`config.mk`:
```
export PLATFORM = sky130hd
export DESIGN_NAME = lsu_dbus_ctrl
export DESIGN_NICKNAME = d
export VERILOG_FILES = /design/src/rtl/lsu_dbus_ctrl.sv
export SDC_FILE = /design/constraint.sdc
export NUM_CORES = 1
export LEC_CHECK = 0
export ABC_AREA = 1
export BUFFER_PORTS_ARGS = -buffer_cell sky130_fd_sc_hd__buf_2
export CORE_MARGIN = 2
export CORE_UTILIZATION = 48
export CTS_BUF_LIST = sky130_fd_sc_hd__clkbuf_4
export CTS_CLUSTER_SIZE = 14
export DETAILED_ROUTE_END_ITERATION = 16
export GPL_TIMING_DRIVEN = 0
export PLACE_DENSITY_LB_ADDON = 0.3
export SETUP_SLACK_MARGIN = 0.05
export SLEW_MARGIN = 20
export SYNTH_ARGS = -nofsm -noshare
export SYNTH_HDL_FRONTEND = slang
export SYNTH_SLANG_ARGS = --single-unit
```
`constraint.sdc`:
```
create_clock -name i_clk -period 14.05 [get_ports i_clk]
set_input_delay 2.81 -clock i_clk [delete_from_list [all_inputs] [get_ports i_clk]]
set_output_delay 2.81 -clock i_clk [all_outputs]
set_load 0.03 [all_outputs]
```
`src/rtl/lsu_dbus_ctrl.sv`:
```
// rtl/lsu_dbus_ctrl.sv - load/store access controller between the MEM stage and the data bus
// Optional LSU_PERF_CNT_EN adds access and bus-wait performance counters.
module lsu_dbus_ctrl #(
  parameter int XLEN   = 64,
  parameter int ADDR_W = 64
) (
  input  logic                i_clk,
  input  logic                i_reset,
  input  logic                i_req_valid,
  input  logic                i_req_write,
  input  logic [2:0]          i_req_size,
  input  logic                i_req_unsigned,
  input  logic [ADDR_W-1:0]   i_req_addr,
  input  logic [XLEN-1:0]     i_req_wdata,
  output logic                o_stall,
  output logic                o_rsp_valid,
  output logic [XLEN-1:0]     o_rsp_rdata,
  output logic                o_misalign,
  output logic                o_dreq_valid,
  output logic [ADDR_W-1:0]   o_dreq_addr,
  output logic [2:0]          o_dreq_size,
  output logic [XLEN/8-1:0]   o_dreq_strobe,
  output logic [XLEN-1:0]     o_dreq_data,
  input  logic                i_dresp_data_ok,
  input  logic [XLEN-1:0]     i_dresp_data
`ifdef LSU_PERF_CNT_EN
  ,
  output logic [31:0]         o_perf_acc_cnt,
  output logic [31:0]         o_perf_wait_cyc
`endif
);

  localparam int BYTES = XLEN / 8;
  localparam int OFS_W = $clog2(BYTES);

  typedef enum logic [1:0] {
    S_IDLE,
    S_REQ,
    S_DONE
  } state_t;

  state_t                r_state;
  logic                  r_write;
  logic [2:0]            r_size;
  logic                  r_unsigned;
  logic [ADDR_W-1:0]     r_addr;
  logic [BYTES-1:0]      r_strobe;
  logic [XLEN-1:0]       r_wdata;
  logic                  r_dreq_valid;
  logic                  r_rsp_valid;
  logic [XLEN-1:0]       r_rsp_rdata;

  logic [7:0]            w_align_mask;
  logic                  w_illegal;
  logic                  w_idle_req;
  logic                  w_accept;
  logic [OFS_W-1:0]      w_ofs;
  logic [4:0]            w_nbytes;
  logic [BYTES-1:0]      w_strobe;
  logic [XLEN-1:0]       w_wdata_sh;
  logic [OFS_W-1:0]      w_rd_ofs;
  logic [6:0]            w_bits;
  logic                  w_full;
  logic [XLEN-1:0]       w_rd_shift;
  logic [XLEN-1:0]       w_rd_mask;
  logic                  w_rd_sign;
  logic [XLEN-1:0]       w_rd_ext;

  // Legality: size must fit the datapath and the address must be naturally aligned.
  assign w_align_mask = 8'((9'd1 << i_req_size) - 9'd1);
  assign w_illegal    = (i_req_size > 3'(OFS_W)) || (|(i_req_addr[7:0] & w_align_mask));
  assign w_idle_req   = !i_reset && (r_state == S_IDLE) && i_req_valid;
  assign w_accept     = w_idle_req && !w_illegal;

  assign o_misalign   = w_idle_req && w_illegal;
  assign o_stall      = w_accept || (r_state == S_REQ);

  assign w_ofs        = i_req_addr[OFS_W-1:0];
  assign w_nbytes     = 5'd1 << i_req_size[1:0];
  assign w_strobe     = i_req_write
                        ? (BYTES'((BYTES+1)'(1) << w_nbytes) - BYTES'(1)) << w_ofs
                        : '0;
  assign w_wdata_sh   = i_req_wdata << {w_ofs, 3'b000};

  // Load alignment: shift the addressed lanes down, mask to the access width, then extend.
  assign w_rd_ofs     = r_addr[OFS_W-1:0];
  assign w_rd_shift   = i_dresp_data >> {w_rd_ofs, 3'b000};
  assign w_bits       = 7'd8 << r_size[1:0];
  assign w_full       = (r_size >= 3'(OFS_W));
  assign w_rd_mask    = w_full ? '1 : ((XLEN'(1) << w_bits) - XLEN'(1));
  assign w_rd_sign    = !r_unsigned && !w_full &&
                        (|(w_rd_shift & (w_rd_mask ^ (w_rd_mask >> 1))));
  assign w_rd_ext     = (w_rd_shift & w_rd_mask) | (w_rd_sign ? ~w_rd_mask : '0);

  always_ff @(posedge i_clk or posedge i_reset) begin
    if (i_reset) begin
      r_state      <= S_IDLE;
      r_write      <= 1'b0;
      r_size       <= '0;
      r_unsigned   <= 1'b0;
      r_addr       <= '0;
      r_strobe     <= '0;
      r_wdata      <= '0;
      r_dreq_valid <= 1'b0;
      r_rsp_valid  <= 1'b0;
      r_rsp_rdata  <= '0;
    end else begin
      case (r_state)
        S_IDLE: begin
          r_rsp_valid <= 1'b0;
          if (w_accept) begin
            r_write      <= i_req_write;
            r_size       <= i_req_size;
            r_unsigned   <= i_req_unsigned;
            r_addr       <= i_req_addr;
            r_strobe     <= w_strobe;
            r_wdata      <= w_wdata_sh;
            r_dreq_valid <= 1'b1;
            r_state      <= S_REQ;
          end
        end
        S_REQ: begin
          if (i_dresp_data_ok) begin
            r_rsp_rdata  <= r_write ? '0 : w_rd_ext;
            r_dreq_valid <= 1'b0;
            r_rsp_valid  <= 1'b1;
            r_state      <= S_DONE;
          end
        end
        S_DONE: begin
          r_rsp_valid <= 1'b0;
          r_state     <= S_IDLE;
        end
        default: begin
          r_dreq_valid <= 1'b0;
          r_rsp_valid  <= 1'b0;
          r_state      <= S_IDLE;
        end
      endcase
    end
  end

  assign o_dreq_valid  = r_dreq_valid;
  assign o_dreq_addr   = r_addr;
  assign o_dreq_size   = r_size;
  assign o_dreq_strobe = r_strobe;
  assign o_dreq_data   = r_wdata;
  assign o_rsp_valid   = r_rsp_valid;
  assign o_rsp_rdata   = r_rsp_rdata;

`ifdef LSU_PERF_CNT_EN
  logic [31:0] r_perf_acc_cnt;
  logic [31:0] r_perf_wait_cyc;

  always_ff @(posedge i_clk or posedge i_reset) begin
    if (i_reset) begin
      r_perf_acc_cnt  <= '0;
      r_perf_wait_cyc <= '0;
    end else begin
      if (r_rsp_valid)
        r_perf_acc_cnt <= r_perf_acc_cnt + 32'd1;
      if (r_state == S_REQ)
        r_perf_wait_cyc <= r_perf_wait_cyc + 32'd1;
    end
  end

  assign o_perf_acc_cnt  = r_perf_acc_cnt;
  assign o_perf_wait_cyc = r_perf_wait_cyc;
`endif

endmodule

```
======== After elaboration in Yosys (flattened, before gate mapping) ========
Cells that the tools add are included.
cells by class
  $add $sub $neg .......................... 3
  multiply operators ...................... 0
  div/mod/pow operators ................... 0
  magnitude comparators ................... 2
  equality and inequality tests ........... 4
  shift operators ......................... 8
  multiplexer cells ....................... 12
  bitwise logic cells ..................... 7
  reductions and logical operators ........ 19
operators by type and width
  operator                                            count
  two-way mux 64 bit                                  3
  AND 64 bit                                          2
  NOT 64 bit                                          1
  OR 64 bit                                           1
  OR reduction 64 bit                                 1
  << shifter 1 x 7 -> 64 bit, first input constant    1
  << shifter 64 x 6 -> 64 bit                         1
  >> shifter 64 x 6 -> 64 bit                         1
  subtractor 64 x 1 -> 64 bit, second input constant  1
  bitwise XOR 64 x 63 -> 64 bit                       1
  subtractor 8 x 1 -> 8 bit, second input constant    2
  AND 8 bit                                           1
  two-way mux 8 bit                                   1
  OR reduction 8 bit                                  1
  << shifter 1 x 3 -> 8 bit, first input constant     1
  << shifter 1 x 5 -> 8 bit, first input constant     1
  << shifter 8 x 3 -> 8 bit                           1
  << shifter 4 x 2 -> 7 bit, first input constant     1
  logical AND 1 bit                                   6
  AND reduction 2 bit                                 3
  << shifter 1 x 2 -> 5 bit, first input constant     1
  logical NOT 1 bit                                   4
  two-way mux 1 bit                                   4
  two-way mux 2 bit                                   2
  11 further kinds                                    13
storage, ports and cells
  bits in registers ....................... 209
  bits in latches ......................... 0
  memory bits (writable) .................. 0
  ROM bits ................................ 0
  word-level logic and storage cells ...... 65
  memories kept ........................... 0

======== Longest topological paths before layout ========
Gate-level depths: netlist of run 1.
  depth in word-level cells ............... 11
  gate-level depth with buffers ........... 13
  gate-level depth less buffers ........... 11

======== Worst setup path before layout of run 1 ========
No wires, ideal clock.
  kind .................................... input to output
  start ................................... input port i_reset
  end ..................................... output port o_stall
  arrival ................................. 8.349 ns
  data required time ...................... 11.240 ns
  path slack .............................. 2.891 ns
  cell stages on the path ................. 7
  buffers on the path ..................... 2
  path through ............................ inv_1 nand3_1 inv_1 nand2_2 buf_4 buf_2 nand2_1
on the way
  word-level cells in the longest chain between the ends .. 5
ends and longest elaborated chain
  item                            RTL line  text
  start: declaration              8         input logic i_reset,
  logical NOT 1 bit (no line)     --
  logical AND 1 bit (2 in a row)  72        assign w_idle_req = !i_reset && (r_state == S_IDLE) && i_req_valid;
  logical AND 1 bit               73        assign w_accept = w_idle_req && !w_illegal;
  logical OR 1 bit                76        assign o_stall = w_accept || (r_state == S_REQ);
  end: declaration                15        output logic o_stall,
No other way between the ends.

======== Worst setup path in the final report of run 1 ========
  start ................................... input port i_req_size[1]
  end ..................................... output port o_stall
on the way
  word-level cells in the longest chain between the ends .. 8
  elaborated cells between the ends (all ways) .. 9
ends and longest elaborated chain
  item                       RTL line  text
  start: declaration         11        input logic [2:0] i_req_size,
  << shifter 1 x 3 -> 8 bit  70        assign w_align_mask = 8'((9'd1 << i_req_size) - 9'd1);
  subtractor 8 x 1 -> 8 bit  70
  AND 8 bit                  71        assign w_illegal = (i_req_size > 3'(OFS_W)) || (|(i_req_addr[7:0] & w_align_mask));
  OR reduction 8 bit         71
  logical OR 1 bit *         71
  logical NOT 1 bit *        73
  logical AND 1 bit *        73
  logical OR 1 bit *         76
Every way passes the cells marked *; elsewhere a longest branch is shown, timed or not.

==> impl_metrics.csv, run 1 <==
group,metric,value,unit
setup_path,path_class,"input pin to primary output",
job,drv_cap,0,
setup_path,cp_max_fo,10,
logic_synthesis,synth_cell_type_count,34,
timing,finalSetupTns,0,ns
logic_synthesis,synth_edf_count,0,
setup_path,r2r-end,"o_rsp_rdata[44]",
finish,area_delta_synth_final,27.7,%
logic_synthesis,synth-seq-cells,209,
setup_path,cp.required,11.24,ns
logic_synthesis,muxShareOfSynthArea,0.435,%
setup_path,startpoint_type,"input pin",
setup_path,critPathMostFrequentCell,"buf_2",
clock_tree,cts_setup_buffers,0,
floorplan,die_h,159,um
timing,finalMaxSlewViolations,0,
drt,post_drt_wl_per_cell,20.6,um
setup_path,worst-r2r-cell-count,9,
logic_synthesis,synthAdderAreaFrac,0.327,%
floorplan,rows,56,
logic_synthesis,syn_inst,1587,
power_and_ir_drop,ir_worst_vdd,0.000117,V
logic_synthesis,netlist_top_cells_area,"dfrtp_1 (45%), nand2_1 (23%), o21ai_0 (6.7%), nand3_1 (5.4%), o211ai_1 (2.8%)",
finish,finalNetCount,2255,
grt,grt_max_degree,105,
logic_synthesis,netlist.area_leader.share,45.5,%
drt,route.antenna.remaining_nets,0,
grt,grt_pass1_vias,13400,
floorplan,die_w,159,um
clock_tree,numCtsBuffers,55,
grt,gr-total-overflow,0,
timing,tightest_slew,0.807,ns
logic_synthesis,synth_top_family_by_area,"simple AND/OR/NAND/NOR gates",
power_and_ir_drop,p_per_area,190,nW/um2
timing,skew,0.0957,ns
logic_synthesis,synth_xor_area_share,0.0762,%
drt,vias,13600,
drt,routed_wirelength,49800,um
clock_tree,ctsRootBufferMaster,"clkbuf_4",
setup_path,critPathSlowestCell,"buf_4",
drt,drtIter0Drc,1455,
logic_synthesis,synth-warning-count,0,
setup_path,cp_cell_sequence,"buf_2 -> nor2_2 -> nand2_1 -> ha_1 -> xor2_1 -> a21oi_1 -> nor2_1 -> nand2_2 -> buf_4 -> buf_2 -> nand2_1 -> buf_2",
floorplan,coreArea,23500,um2
grt,antenna_found_initial,2,
clock_tree,ctsResizeCount,0,
drt,drc,0,
clock_tree,clock_path_buffers,3,
drt,first_pass_iters,7,
run_status,outcome,"finished, final reports clean",
floorplan,start_util,49.0,%
clock_tree,cts_tree,"yes",
logic_synthesis,netlist_area,11500,um2
logic_synthesis,ys.flop_type,"dfrtp_1",
power_and_ir_drop,power,2.79,mW
clock_tree,clkLatencyLatePin,0.74,ns
floorplan,dieArea,25200,um2
finish,final_core_util,62.5,%
drt,vias_per_cell,5.63,
setup_path,endpoint_kind,"primary output",
placement,hpwl,39300,um
finish,fill_cells,2251,
logic_synthesis,synthArstFlopShare,100,%
clock_tree,cts_sinks,209,
floorplan,boundaryPins,408,
setup_path,arrival,4.89,ns
setup_path,startpoint,"i_req_size[1]",
hold_path,hold_class,"flop to flop",
clock_tree,ctsHoldBuffers,0,
timing,relSlewSlack,46.0,%
setup_path,rrSetupSlack,11.70,ns
grt,grt_use_total,38.7,%
finish,drive_above_1_share,27.9,%
logic_synthesis,synth_commonest_cells,"nand2_1 (712), dfrtp_1 (209), o21ai_0 (155)",
timing,clock.fmax,130,MHz
hold_path,worstHoldStart,"o_dreq_addr[51]",
timing,setup_viol,0,
timing,period_share,54.8,%
setup_path,cpPeakStageDelay,0.26,ns
placement,routabilityCongestion,1.03,
logic_synthesis,synth-simple-area-share,30.9,%
logic_synthesis,yosysMostFrequentCell,"nand2_1",
logic_synthesis,synth_compound_area_share,15.8,%
clock_tree,cts-htree-levels,2,
logic_synthesis,yosys.area.top_type,"dfrtp_1",
grt,grt_pass1_wl,75600,um
timing,grt_setup_unrepaired,"false",
setup_path,r2r-start,"o_dreq_addr[0]",
hold_path,whs_endpoint,"o_dreq_addr[51]",
power_and_ir_drop,leakage,8.19,nW
placement,place.port_buffers,405,
timing,period_minus_slack,7.70,ns
logic_synthesis,synth_nets,1791,
logic_synthesis,post_synth.cell_area_avg,7.24,um2
logic_synthesis,synth_seq_area_share,45.5,%
timing,hold_viol,0,
hold_path,worstHoldPathCells,2,
clock_tree,clk_pin_slew,0.07,ns
## layout make-up
cell class	count	area (um2)	share of cell area, %
inverters	60	233	1.59
clock buffers	78	586	3.99
multi-input cells	1200	5460	37.2
plain buffers	118	578	3.94
repair buffers	407	2080	14.2
clock inverters	20	100	0.682
diodes	4	10.0	0.0682
flip-flops and latches	209	5230	35.6
well taps	319	399	2.72
## cell families (layout without fill, tap and decap cells)
| kind of cell | count (synthesis) | after routing |
|---|---|---|
| DFF | 209 | 209 |
| and+or+nand+nor | 887 | 887 |
| other | 0 | 4 |
| muxes | 5 | 5 |
| adders and majority gates | 3 | 3 |
| AOI/OAI and AO/OA | 304 | 304 |
| buffers and inverters | 178 | 683 |
| xor gates and xnor gates | 1 | 1 |
## per-stage QoR
| step | worst slack, ns | cells | area, um2 | hold slack (ns) |
|---|---|---|---|---|
| 6_report | 6.35 | 2415 | 14700 | 0.476 |
| 5_1_grt | 6.24 | 2413 | 14700 | 0.492 |
| 4_1_cts | 6.36 | 2411 | 14700 | 0.478 |
| 3_5_place_dp | 6.37 | 2313 | 14000 | 0.459 |
| 3_3_place_gp | 0.198 | 2311 | 13900 | 0.457 |
| 2_1_floorplan | 2.89 | 1587 | 11500 | 0.450 |
## report_power, final
| part | internal [mW] | leakage [nW] | total (mW) | switching, mW |
|---|---|---|---|---|
| clock | 0.259 | 0.406 | 0.527 | 0.268 |
| combinational | 0.373 | 5.09 | 1.35 | 0.972 |
| sequential | 0.794 | 2.70 | 0.918 | 0.124 |
| total | 1.43 | 8.19 | 2.79 | 1.36 |
## cells in the final DEF, fill, tap and decap left out, drive strengths merged
master  count
diode       4
inv        61
nand2     718
o21ai     173
dfrtp     209
ha          3
buf       479
xor2        1
o31ai      31
or2         7
o221ai      8
nand3     125
clkbuf    124
a32o        4
a22o        2
clkinv     19
o21bai      2
a22oi      11
a31o        1
a21oi      19
o22ai      10
mux2i       5
nor3        1
nor2       36
o211ai     43
## layer usage
layer	GRT usage [%]	part of all wire, %
met3	8.23	9.6
met5	0	0
met1	47.9	38
met2	62.2	46
met4	23.4	6.7
## critical path, delay by kind of cell
kind | cells | cell delay (ns)
AOI/OAI and AO/OA | 1 | 0.06
xor gates and xnor gates | 1 | 0.17
adders and majority gates | 1 | 0.21
buffers and inverters | 4 | 0.79
and+or+nand+nor | 5 | 0.84
## worst max path at each step
stage               to  slack (ns)
4_1_cts        o_stall        6.36
6_report       o_stall        6.35
3_5_place_dp   o_stall        6.37
2_1_floorplan  o_stall        2.89
5_1_grt        o_stall        6.24
3_3_place_gp   o_stall        0.20
## registers in the layout (all words and copies together), names as in the netlist
name           count
o_dreq_addr       64
o_dreq_valid       1
o_dreq_size        3
o_dreq_strobe      8
r_state            2
r_write            1
o_rsp_rdata       64
o_rsp_valid        1
o_dreq_data       64
r_unsigned         1
Note: power is estimated with default switching activity, not from simulation.
==> run 2: changes to the inputs <==
--- a/config.mk
+++ b/config.mk
@@ -8,7 +8,7 @@
 export ABC_AREA = 1
 export BUFFER_PORTS_ARGS = -buffer_cell sky130_fd_sc_hd__buf_2
 export CORE_MARGIN = 2
-export CORE_UTILIZATION = 48
+export CORE_UTILIZATION = 47
 export CTS_BUF_LIST = sky130_fd_sc_hd__clkbuf_4
 export CTS_CLUSTER_SIZE = 14
 export DETAILED_ROUTE_END_ITERATION = 16
==> constraint.sdc (replaced) <==
create_clock -name i_clk -period 6.4 [get_ports i_clk]
set_input_delay 1.28 -clock i_clk [delete_from_list [all_inputs] [get_ports i_clk]]
set_output_delay 1.28 -clock i_clk [all_outputs]
set_load 0.03 [all_outputs]
==> run 2 against run 1 <==
Effect of this change:
- die area grew 2.1%
- routed wire length is 2.7% higher
- sequential share of layout area shrank 0.37 points
- flip-flop and latch count did not move
- final area rose by 1.0%
- clock power up 130%
- critical endpoint unchanged
- largest cell class unchanged
==> impl_metrics.csv, run 2 (same netlist as run 1, synthesis figures left out) <==
group,metric,value,unit
clock_tree,clk_pin_slew,0.07,ns
placement,dp_slack,1.82,ns
timing,clock.fmax,216,MHz
setup_path,worst-r2r-cell-count,8,
power_and_ir_drop,switching_power,3.04,mW
drt,vias,13600,
setup_path,r2r-start,"o_dreq_addr[0]",
clock_tree,cts_tree,"yes",
hold_path,hold_class,"flop to flop",
placement,hpwl,40600,um
finish,area_delta_synth_final,29.0,%
clock_tree,ctsResizeCount,0,
hold_path,whs_endpoint,"o_dreq_addr[56]",
job,drv_cap,0,
placement,placedCellCount,2323,
setup_path,endpoint_kind,"primary output",
setup_path,startpoint_type,"input pin",
grt,antenna_found_initial,5,
hold_path,worstHoldStart,"o_dreq_addr[56]",
drt,vias_per_cell,5.61,
power_and_ir_drop,p_seq_share,32.3,%
clock_tree,numCtsBuffers,55,
timing,period_share,72.3,%
power_and_ir_drop,p_clk_share,19.7,%
power_and_ir_drop,p_per_area,419,nW/um2
clock_tree,clkLatencyLatePin,0.71,ns
power_and_ir_drop,power.internal,3.18,mW
hold_path,worstHoldPathCells,2,
clock_tree,cts_setup_buffers,0,
timing,finalMaxSlewViolations,0,
drt,first_pass_iters,6,
finish,final_cell_mix,"nand2_1 (711), buf_2 (458), dfrtp_1 (209)",
timing,hold_viol,0,
power_and_ir_drop,leakage,8.25,nW
placement,place.port_buffers,405,
grt,grt_max_degree,36,
drt,drtIter0Drc,1613,
run_status,outcome,"finished, final reports clean",
floorplan,boundaryPins,408,
setup_path,cp_max_fo,10,
floorplan,rows,57,
drt,routed_wirelength,51200,um
setup_path,rrSetupSlack,4.01,ns
floorplan,dieArea,25700,um2
finish,finalNetCount,2260,
setup_path,cp.required,5.12,ns
timing,tightest_slew,0.973,ns
power_and_ir_drop,p_sw_share,48.8,%
grt,grt_use_total,39.2,%
clock_tree,ctsRootBufferMaster,"clkbuf_4",
placement,routabilityCongestion,1.01,
timing,relSlewSlack,34.9,%
setup_path,r2r-end,"o_rsp_rdata[8]",
power_and_ir_drop,power,6.22,mW
drt,post_drt_wl_per_cell,21.1,um
clock_tree,clock_path_buffers,3,
clock_tree,ctsHoldBuffers,0,
grt,gr-total-overflow,0,
timing,holdWs,0.474,ns
finish,instances_no_fill,2427,
timing,grt_setup_unrepaired,"false",
power_and_ir_drop,ir_worst_vdd,0.000224,V
timing,setup_viol,0,
power_and_ir_drop,pwr-share-comb,48.0,%
grt,grt_pass1_wl,77200,um
floorplan,coreArea,24200,um2
timing,period_minus_slack,4.63,ns
timing,skew,0.0434,ns
floorplan,die_h,160,um
finish,drive_above_1_share,27.9,%
floorplan,die_w,160,um
setup_path,arrival,3.35,ns
timing,layout_setup_ws,1.77,ns
drt,route.antenna.remaining_nets,0,
clock_tree,cts_sinks,209,
clock_tree,cts-htree-levels,2,
setup_path,path_class,"input pin to primary output",
grt,grt_pass1_vias,13400,
drt,drc,0,
floorplan,start_util,47.5,%
finish,final_common_cell,"nand2_1",
timing,finalSetupTns,0,ns
## run 2: cell count changes in the layout (fill, tap and decap cells not counted), sizes merged
cell,previous run,this run
bufinv,0,2
clkinvlp,0,1
clkinv,19,24
diode,4,5
inv,61,60
buf,479,484
clkbuf,124,118
## run 2: per-layer routing
layer	track usage, %	vias to the layer above	wire length, um
li1	-	6180	-
met1	48.3	6371	19400
met2	62.5	867	23400
met3	8.70	206	4700
met4	25.1	0	3660
met5	0	-	0
## run 2: critical path, stage by stage
cell     delay, ns
buf_2         0.12
nor2_2        0.21
nand2_1       0.08
ha_1          0.21
xor2_1        0.16
a21oi_1       0.05
nor2_1        0.27
nand2_2       0.29
buf_6         0.25
buf_8         0.16
nand2_8       0.05
buf_2         0.19
## run 2: final cells by class
cell class / instances / area (um2)
Antenna cell: 5 / 12.5
Tap cell: 324 / 405
Timing Repair Buffer: 412 / 2170
Buffer: 118 / 592
Inverter: 60 / 229
Sequential cell: 209 / 5230
Fill cell: 2330 / 9340
Clock buffer: 72 / 541
Clock inverter: 27 / 179
Multi-Input combinational cell: 1200 / 5480
## run 2: metrics by stage
step	instance area, um2	utilization [%]
finish	14800	61.4
global route	14800	61.4
CTS	14800	61.3
detailed placement	14100	58.3
global placement	14000	57.7
floorplan	11500	-
## run 2: how the worst max path moves through the flow
stage	endpoint	depth (start not counted)	slack, ns	start
floorplan	o_stall	7	-0.15	i_reset
global placement	o_stall	9	-2.11	i_reset
detailed placement	o_stall	12	1.82	i_req_size[1]
CTS	o_stall	12	1.81	i_req_size[1]
global route	o_stall	12	1.66	i_req_size[1]
finish	o_stall	12	1.77	i_req_size[1]
## run 2: power groups by stage
| stage | registers, mW | logic [mW] | clock network [mW] |
|---|---|---|---|
| 5_1_grt | 2.05 | 3.16 | 1.31 |
| 2_1_floorplan | 2.83 | 1.06 | 0 |
| 3_3_place_gp | 2.01 | 2.92 | 0 |
| 6_report | 2.01 | 2.99 | 1.22 |
| 3_5_place_dp | 2.02 | 2.95 | 0 |
| 4_1_cts | 2.00 | 2.95 | 1.25 |
==> run 3: changes to the inputs <==
--- a/config.mk
+++ b/config.mk
@@ -8,7 +8,7 @@
 export ABC_AREA = 1
 export BUFFER_PORTS_ARGS = -buffer_cell sky130_fd_sc_hd__buf_2
 export CORE_MARGIN = 2
-export CORE_UTILIZATION = 47
+export CORE_UTILIZATION = 48
 export CTS_BUF_LIST = sky130_fd_sc_hd__clkbuf_4
 export CTS_CLUSTER_SIZE = 14
 export DETAILED_ROUTE_END_ITERATION = 16
==> constraint.sdc (replaced) <==
create_clock -name i_clk -period 4.7 [get_ports i_clk]
set_input_delay 0.94 -clock i_clk [delete_from_list [all_inputs] [get_ports i_clk]]
set_output_delay 0.94 -clock i_clk [all_outputs]
set_load 0.03 [all_outputs]
==> run 3 against run 2 <==
Effect of this change:
- utilization increased by 2.0 points
- sequential power increased by 36%
- final area increased by 0.19%
- clock power increased by 26%
- critical path depth unchanged
- register-to-register slack got worse by 1.6 ns
- combinational power increased by 35%
- first-iteration DRC count decreased by 7.4%
- global-route usage increased by 0.31 points
- sequential share of layout area decreased by 0.065 points
- via count increased by 0.25%
- non-clock buffer count unchanged
==> impl_metrics.csv, run 3 (same netlist as run 1, synthesis figures left out) <==
group,metric,value,unit
run_status,outcome,"finished, final reports clean",
setup_path,cp.required,3.76,ns
clock_tree,clk_pin_slew,0.07,ns
clock_tree,cts_tree,"yes",
finish,fill_cells,2206,
drt,routed_wirelength,50700,um
drt,route.antenna.remaining_nets,0,
power_and_ir_drop,ir_worst_vdd,0.000330,V
timing,setup_viol,0,
setup_path,critPathMostFrequentCell,"buf_2",
setup_path,cpPeakStageDelay,0.22,ns
grt,grt_use_total,39.5,%
timing,tightest_slew,0.871,ns
floorplan,die_w,159,um
clock_tree,clock_path_buffers,3,
grt,use_met1,49.1,%
setup_path,critPathTopFamily,"simple AND/OR/NAND/NOR gates",
timing,skew,0.0363,ns
job,drv_cap,0,
setup_path,path_class,"input pin to primary output",
grt,grt_pass1_wl,77600,um
clock_tree,ctsResizeCount,0,
setup_path,endpoint_kind,"primary output",
drt,vias,13700,
timing,clock.fmax,262,MHz
finish,final_cell_mix,"nand2_1 (711), buf_2 (442), dfrtp_1 (209)",
finish,final_common_cell,"nand2_1",
setup_path,arrival,2.88,ns
floorplan,die_h,159,um
floorplan,dieArea,25200,um2
placement,routabilityCongestion,1.03,
timing,grt_setup_unrepaired,"false",
finish,area_delta_synth_final,29.3,%
floorplan,coreArea,23500,um2
clock_tree,cts_sinks,209,
timing,holdWs,0.342,ns
clock_tree,numCtsBuffers,55,
grt,grt_max_degree,33,
timing,period_share,81.2,%
drt,drtIter0Drc,1493,
floorplan,rows,56,
floorplan,start_util,49.0,%
setup_path,startpoint_type,"input pin",
clock_tree,cts-htree-levels,2,
placement,hpwl,39800,um
finish,drive_above_1_share,28.3,%
setup_path,crit_buf_inv,4,
setup_path,cp_cell_sequence,"buf_2 -> nor2_2 -> nand2_1 -> ha_1 -> xor2_1 -> a21oi_1 -> nor2_1 -> nand2_2 -> buf_6 -> buf_8 -> nand2_8 -> buf_2",
drt,drc,0,
grt,grt_pass1_vias,13600,
grt,top_usage_layer,"met2",
grt,antenna_found_initial,4,
clock_tree,cts_setup_buffers,0,
grt,use_met3,8.41,%
clock_tree,clkLatencyLatePin,0.69,ns
setup_path,critPathSlowestCell,"ha_1",
timing,finalMaxSlewViolations,0,
power_and_ir_drop,leakage,8.27,nW
timing,relSlewSlack,41.7,%
drt,post_drt_wl_per_cell,21.0,um
timing,period_minus_slack,3.82,ns
placement,place.port_buffers,405,
finish,finalNetCount,2260,
setup_path,cp_max_fo,10,
drt,vias_per_cell,5.66,
grt,gr-total-overflow,0,
hold_path,hold_class,"input pin to async pin",
clock_tree,ctsHoldBuffers,0,
timing,hold_viol,0,
drt,first_pass_iters,8,
grt,use_met2,64.7,%
power_and_ir_drop,power,8.31,mW
floorplan,boundaryPins,408,
clock_tree,ctsRootBufferMaster,"clkbuf_4",
power_and_ir_drop,p_per_area,560,nW/um2
run 3: cell types whose count changed in the layout (fill, tap and decap cells not counted), moves of 5 or more:
cell      previous run  this run
buf_2              458       442
clkinv_1            21         9
buf_6                7        18
o21ai_0            155       148
o21ai_1             18        25
buf_4                5        10
clkbuf_4            72        77
run 3: cell type report:
type                            instances  area (um2)  share of cell area [%]
Clock inverter                         16        88.8                   0.598
Tap cell                              319         399                    2.69
Sequential cell                       209        5230                    35.2
Buffer                                118         673                    4.53
Clock buffer                           77         578                    3.89
Antenna cell                            4        10.0                  0.0674
Timing Repair Buffer                  412        2170                    14.6
Multi-Input combinational cell       1200        5480                    36.9
Inverter                               60         229                    1.54
run 3: worst reg2reg max path: stages, from the launching register on:
cell	delay (ns)
dfrtp_1	0.47
buf_4	0.23
buf_4	0.19
buf_2	0.28
nor2_1	0.11
o21ai_0	0.53
o21ai_0	0.20
nand3_1	0.13
nand2_1	0.06
run 3: routing by layer:
| layer | vias up | wire [um] |
|---|---|---|
| li1 | 6179 | - |
| met1 | 6407 | 19600 |
| met2 | 913 | 23400 |
| met3 | 159 | 4880 |
| met4 | 0 | 2840 |
| met5 | - | 0 |
run 3: path summary, 6_finish.rpt:
path | from | slack, ns | endpoint | depth (start not counted)
max in group asynchronous | i_reset | 2.94 | o_dreq_addr[33] | 7
worst max-delay path | i_req_size[1] | 0.88 | o_stall | 12
worst min-delay path | i_reset | 0.34 | o_dreq_size[2] | 2
worst min register to register | o_dreq_addr[32] | 0.46 | o_dreq_addr[32] | 2
min in group i_clk | i_req_addr[3] | 0.45 | o_dreq_addr[3] | 3
worst max register to register | o_dreq_addr[0] | 2.40 | o_rsp_rdata[44] | 8
run 3: stage by stage:
| stage | instance area (um2) | util [%] | TNS [ns] | instances | setup WS [ns] |
|---|---|---|---|---|---|
| 6_report | 14900 | 63.3 | 0 | 2415 | 0.883 |
| 3_5_place_dp | 14200 | 60.4 | 0 | 2318 | 0.851 |
| 4_1_cts | 14900 | 63.3 | 0 | 2411 | 0.855 |
| 2_1_floorplan | 11600 | - | -55.45 | 1587 | -1.17 |
| 3_3_place_gp | 14000 | 59.8 | -404.38 | 2311 | -3.37 |
| 5_1_grt | 14900 | 63.3 | 0 | 2414 | 0.691 |
run 3: report_power, final:
group	switching (mW)	internal (mW)
clock network	0.775	0.764
logic	2.91	1.12
registers	0.366	2.37
total	4.06	4.26
